**config.mk**
```make
export PLATFORM = sky130hd
export DESIGN_NAME = mm_word_pipe
export DESIGN_NICKNAME = d
export VERILOG_FILES = /design/src/rtl/mm_word_pipe.sv
export SDC_FILE = /design/constraint.sdc
export NUM_CORES = 2
export LEC_CHECK = 0
export ABC_AREA = 1
export CORE_AREA = 2 2 393 395
export CTS_CLUSTER_SIZE = 16
export DETAILED_ROUTE_END_ITERATION = 7
export DIE_AREA = 0 0 395 397
export GPL_TIMING_DRIVEN = 0
export PLACE_DENSITY = 0.51
export SYNTH_ARGS = -nofsm -noshare
export SYNTH_HDL_FRONTEND = slang
export SYNTH_SLANG_ARGS = --single-unit
```
**constraint.sdc**
```tcl
create_clock -name clk -period 14.7 [get_ports clk]
set_clock_uncertainty 0.1 [all_clocks]
set_input_delay 2.205 -clock clk [delete_from_list [all_inputs] [get_ports clk]]
set_output_delay 2.205 -clock clk [all_outputs]
set_load 0.1 [all_outputs]
```
**src/rtl/mm_word_pipe.sv**
```systemverilog
// Word-serial Montgomery multiply-accumulate step: CS = (CS >> W) + A*B + D + M*U.
// Tags (valid, cp, init, last) ride a shift register alongside the arithmetic stages.
module mm_word_pipe #(
  parameter int W       = 16,
  parameter int PIPE_IN = 1
) (
  input  logic           clk,
  input  logic           rst,
  input  logic           ce,
  input  logic           in_valid,
  input  logic           cp,
  input  logic           init,
  input  logic           last,
  input  logic [W-1:0]   A,
  input  logic [W-1:0]   B,
  input  logic [W-1:0]   M,
  input  logic [W-1:0]   M0,
  input  logic [W-1:0]   D,
  output logic           out_valid,
  output logic           out_last,
  output logic [W-1:0]   D_o,
  output logic [W+1:0]   carry_o
);

  localparam int LAT = 4 + PIPE_IN;
  localparam int PW  = 2 * W + 1;
  localparam int CW  = 2 * W + 2;

  // Tag word layout: [3] valid, [2] cp, [1] init, [0] last.
  logic [3:0]    tag_in;
  logic [3:0]    tag_q [LAT-1];
  logic [3:0]    t1;
  logic [3:0]    t2;

  logic [W-1:0]  a_i, b_i, m_i, m0_i, d_i;

  logic [PW-1:0] p0_q;
  logic [W-1:0]  a0_q, m0w_q, k0_q;
  logic [PW-1:0] p1_q;
  logic [W-1:0]  a1_q, m1_q, unew_q;
  logic [CW-1:0] p2_q;
  logic [W-1:0]  a2_q;
  logic [W-1:0]  u_q;
  logic [CW-1:0] cs_q;

  logic [W-1:0]  u_new;
  logic [W-1:0]  u_eff;
  logic [CW-1:0] p2_next;
  logic [CW-1:0] cs_next;

  // Bubbles carry no meaningful cp/init/last, so those bits are cleared on entry.
  assign tag_in = {in_valid, in_valid & cp, in_valid & init, in_valid & last};
  assign t1     = tag_q[PIPE_IN + 1];
  assign t2     = tag_q[LAT - 2];

  generate
    if (PIPE_IN != 0) begin : g_in_reg
      always_ff @(posedge clk) begin
        if (rst) begin
          a_i  <= '0;
          b_i  <= '0;
          m_i  <= '0;
          m0_i <= '0;
          d_i  <= '0;
        end else if (ce) begin
          a_i  <= A;
          b_i  <= B;
          m_i  <= M;
          m0_i <= M0;
          d_i  <= D;
        end
      end
    end else begin : g_in_direct
      assign a_i  = A;
      assign b_i  = B;
      assign m_i  = M;
      assign m0_i = M0;
      assign d_i  = D;
    end
  endgenerate

  always_ff @(posedge clk) begin
    if (rst) begin
      for (int i = 0; i < LAT - 1; i++) tag_q[i] <= '0;
    end else if (ce) begin
      tag_q[0] <= tag_in;
      for (int i = 1; i < LAT - 1; i++) tag_q[i] <= tag_q[i-1];
    end
  end

  assign u_new   = p0_q[W-1:0] * k0_q;
  // An init word uses its own freshly computed U; later words see the held register.
  assign u_eff   = t1[1] ? unew_q : u_q;
  assign p2_next = CW'(m1_q) * CW'(u_eff) + CW'(p1_q);
  assign cs_next = (t2[1] ? '0 : (cs_q >> W)) + p2_q;

  always_ff @(posedge clk) begin
    if (rst) begin
      p0_q   <= '0;
      a0_q   <= '0;
      m0w_q  <= '0;
      k0_q   <= '0;
      p1_q   <= '0;
      a1_q   <= '0;
      m1_q   <= '0;
      unew_q <= '0;
      p2_q   <= '0;
      a2_q   <= '0;
      u_q    <= '0;
    end else if (ce) begin
      p0_q   <= PW'(a_i) * PW'(b_i) + PW'(d_i);
      a0_q   <= a_i;
      m0w_q  <= m_i;
      k0_q   <= m0_i;
      p1_q   <= p0_q;
      a1_q   <= a0_q;
      m1_q   <= m0w_q;
      unew_q <= u_new;
      p2_q   <= p2_next;
      a2_q   <= a1_q;
      if (t1[3] && !t1[2] && t1[1]) u_q <= unew_q;
    end
  end

  always_ff @(posedge clk) begin
    if (rst) begin
      cs_q      <= '0;
      out_valid <= 1'b0;
      out_last  <= 1'b0;
      D_o       <= '0;
      carry_o   <= '0;
    end else if (ce) begin
      if (t2[3]) begin
        out_valid <= 1'b1;
        out_last  <= t2[0];
        if (t2[2]) begin
          D_o     <= a2_q;
          carry_o <= '0;
        end else begin
          D_o     <= cs_next[W-1:0];
          carry_o <= t2[0] ? cs_next[CW-1:W] : '0;
          cs_q    <= cs_next;
        end
      end else begin
        out_valid <= 1'b0;
        out_last  <= 1'b0;
        carry_o   <= '0;
      end
    end
  end

endmodule

```
==> metrics.md <==
| Metric | Value |
|---|---|
| Status | completed |
| Synth area leaders | fa_1 (27%), dfxtp_1 (19%), inv_1 (13%), nand2_1 (11%), ha_1 (9.3%) |
| Final Wtd Congestion | roughly 0.9 |
| FF-to-FF End | p2_q[22] |
| Max_cap viols | 0 |
| Synthesis-to-layout area growth | 14.26% |
| Async S/R FF share, synth | 0% |
| #FFs+latches synth | between 300 and 400 |
| Post-Syn Area per Cell | 7.551 um^2 |
| Critical path's largest stage delay | roughly 0.9 ns |
| DRC viols | 0 |
| Warnings from Yosys | 0 |
| CTS H-Tree Depth | 2 |
| Post-CTS sizing | 0 |
| R2r setup slk | 6.89 ns |
| Die height | 397 um |
| Relative slew slack | 16.62% |
| WP data required | 15.11 ns |
| XOR/XNOR Fraction of Synth Area | 0.2972% |
| Core area | 153000 um^2 |
| CTS Buffer Depth | 3 |
| Routed len/inst | around 17 um |
| Adder-Cell Fraction of Synth Area | 36.74% |
| Postcts setup bufs | 0 |
| Count of cell types in the netlist | 61 |
| Initial antenna violation count | 2 |
| Grt total ovfl | 0 |
| Largest family of logic cells by synthesized area | adder cells |
| Rows | about 140 |
| Crit start category | flop |
| Max VDD drop | about 0.074 mV |
| RSZ-0062 raised after global routing | false |
| Leakage power | 21.63 nW |
| Total chip power | around 0.0029 W |
| Cell Pwr Density | approximately 67 nW/um^2 |
| Critical path arrival | just over 8 ns |
| Final hold violation count | 0 |
| Synth Area in Compound Gates | 10.04% |
| Hold Crit Start | m_i[13] |
| Routed WL | 127100 um |
| Crit path time final | 7.811 ns |
| Top cell type's share of synthesized area | 27.43% |
| Fin crit share | 53.13% |
| Critical path fanouts, max | 10 |
| Clock buffer count from CTS | 47 |
| Post-Syn Area | 37880 um^2 |
| Cell Area, Placed | 41650 um^2 |
| Mux cell area share after synthesis | 0.02642% |
| Slowest cell on crit path | o21ai_1 |
| Post-synth EDFFs | 16 |
| Port Buf Inserts | 121 |
| Vias | roughly 32000 |
| Cell family with most CP delay | adder cells |
| I/O pin cnt | about 120 |
| R2r startpoint | tag_q[0][9] |
| Critical Path End Type | flop |
| Hold buffers post-CTS | 0 |
| Nets | 6076 |
| Starting density of the core | 24.77% |
| Setup violators final | 0 |
| Clk root buf | clkbuf_16 |
| Vias in the first global route | 32697 |
| Final TNS setup | 0 ns |
| Clock sinks | 378 |
| Buf/Inv on CP | 8 |
| Peak Freq | 0.1280 GHz |
| WS Path Type | reg2reg |
| ANT nets after route | 0 |
| Die width | a little under 400 um |
| Final instance area | 43290 um^2 |
| Synthesized net count | roughly 5900 |
| DR iter-0 viols | around 2200 |
| First-pass GRT wire length | just under 200000 um |
| Share of cells above drive strength 1 | 3.349% |
| WHS Endpoint | m0w_q[13] |
| Largest net degree at the start of global routing | 26 |
| HPWL after DPL | 105900 um |
| HP Class | reg2reg |
| DR vias/cell | 4.394 |
| TritonCTS clock tree | done |
| Slew Limit Fails | 0 |
| Latest clock arrival within the worst-skew pair | between 0.6 and 0.7 ns |
| Area of the multi-input gates | 24310 um^2 |
| Simple-Gate Fraction of Synth Area | 17.06% |
| Hold Path Depth | 2 |
| Slew @ Worst Pin | 1.251 ns |
| Global-route usage over all layers | ~16% |
| Fillers | 16814 |
| Post-synth top area cell | fa_1 |
| Main synth FF type | dfxtp_1 |
| Reg2Reg Depth | 25 |
| Die Area | 156800 um^2 |
| Pre-Repair DR Iteration Count | 6 |
| Register area | approximately 7700 um^2 |
| Sequential area share after synthesis | between 20% and 30% |
| Post-Syn Instances | 5017 |
| Clock-pin slew on the worst setup and hold paths | approximately 0.06 ns |
==> cell families (layout without fill, tap and decap cells) <==
kind of cell               after synthesis  after routing
muxes                                    1              1
DFF                                    378            378
adders and majority gates              801            801
xor gates and xnor gates                12             12
buffers and inverters                 1547           1756
AOI/OAI and AO/OA                      669            669
and+or+nand+nor                       1609           1609
other                                    0              1
==> layout by cell type (no fill, tap or decap), types with 7 or more instances in the layout <==
master           instances
clkdlybuf4s50_1        121
nand2_2                 13
nand3_1                111
xor2_1                   8
inv_1                 1320
o21bai_1                 8
dfxtp_1                362
fa_1                   519
clkinv_1                11
edfxtp_1                16
a31oi_1                  7
a22o_1                  27
clkinvlp_4               7
o22ai_1                111
a21o_1                  17
nor2_1                 287
nor2_2                   8
nor3_1                  23
buf_2                   32
clkbuf_8                 9
o21ai_1                 31
clkbuf_1               172
nand4_1                 18
a21oi_1                184
buf_1                   14
nand2_1               1115
ha_1                   282
o21ai_0                248
clkbuf_16               47
==> sequential cells by signal, indices dropped and copies added (netlist names), 18 cells and up <==
| name | cells |
|---|---|
| p2_q | 34 |
| p0_q | 33 |
| p1_q | 33 |
| carry_o | 18 |
| cs_q | 18 |
==> layout make-up <==
| type | instances | share of cell area, % |
|---|---|---|
| multi-input combinational | 3092 | 56.16 |
| sequential | 378 | 17.85 |
| inverter | 1338 | 11.61 |
| tap | 2044 | 5.908 |
| clock buffer | 67 | 3.099 |
| timing repair buffer | 122 | 2.833 |
| buffer | 209 | 1.911 |
| clock inverter | 20 | 0.6301 |
| antenna | 1 | 0.005781 |
==> report_power, final <==
group          leakage [nW]  total (W)  switching (W)  internal (W)
clock network         0.764    0.00122       0.000521      0.000699
logic                  17.8   0.000588       0.000409      0.000179
registers              3.12    0.00110      0.0000253       0.00108
total                  21.6    0.00291       0.000956       0.00195
==> worst min-delay path, stage by stage (launching register included) <==
cell	delay (ns)
dfxtp_1	0.30
inv_1	0.06
o22ai_1	0.08
==> per-layer routing <==
metal | up-vias | track usage [%] | part of all wire, %
met4 | 0 | 5.016 | 3.0
met2 | 879 | 26.23 | 45
met1 | 15612 | 23.02 | 47
met5 | - | 0 | 0
li1 | 15304 | - | -
met3 | 157 | 1.933 | 5.6
==> through the flow <==
step                      cells  hold WS [ns]  utilization, %  worst slack [ns]
final                      7271        0.3514           28.30             6.889
after global placement     7182        0.3408           27.23             6.970
after floorplan            5017        0.3231               -             8.860
after detailed placement   7182        0.3399           27.23             6.975
after CTS                  7269        0.3356           28.29             6.951
after global routing       7270        0.3771           28.30             6.498
==> cells in the mapped netlist, types with 11 or more instances <==
cell	count
inv_1	1320
nor3_1	23
clkbuf_1	162
buf_1	14
ha_1	282
fa_1	519
clkinv_1	11
edfxtp_1	16
nand2_1	1115
dfxtp_1	362
nand3_1	111
nor2_1	287
nand4_1	18
a21o_1	17
o22ai_1	111
o21ai_0	248
buf_2	32
a22o_1	27
a21oi_1	184
o21ai_1	31
nand2_2	13
==> worst max path at each step <==
stage                      startpoint        to  slack (ns)  depth (start not counted)
final                     tag_q[0][9]  p2_q[22]        6.89                         25
after detailed placement  tag_q[0][9]  p2_q[22]        6.98                         25
after floorplan           tag_q[0][9]  p2_q[20]        8.86                         26
after CTS                 tag_q[0][9]  p2_q[22]        6.95                         25
after global routing      tag_q[0][9]  p2_q[22]        6.50                         25
after global placement    tag_q[0][9]  p2_q[22]        6.97                         25
Note: power is estimated with default switching activity, not from simulation.
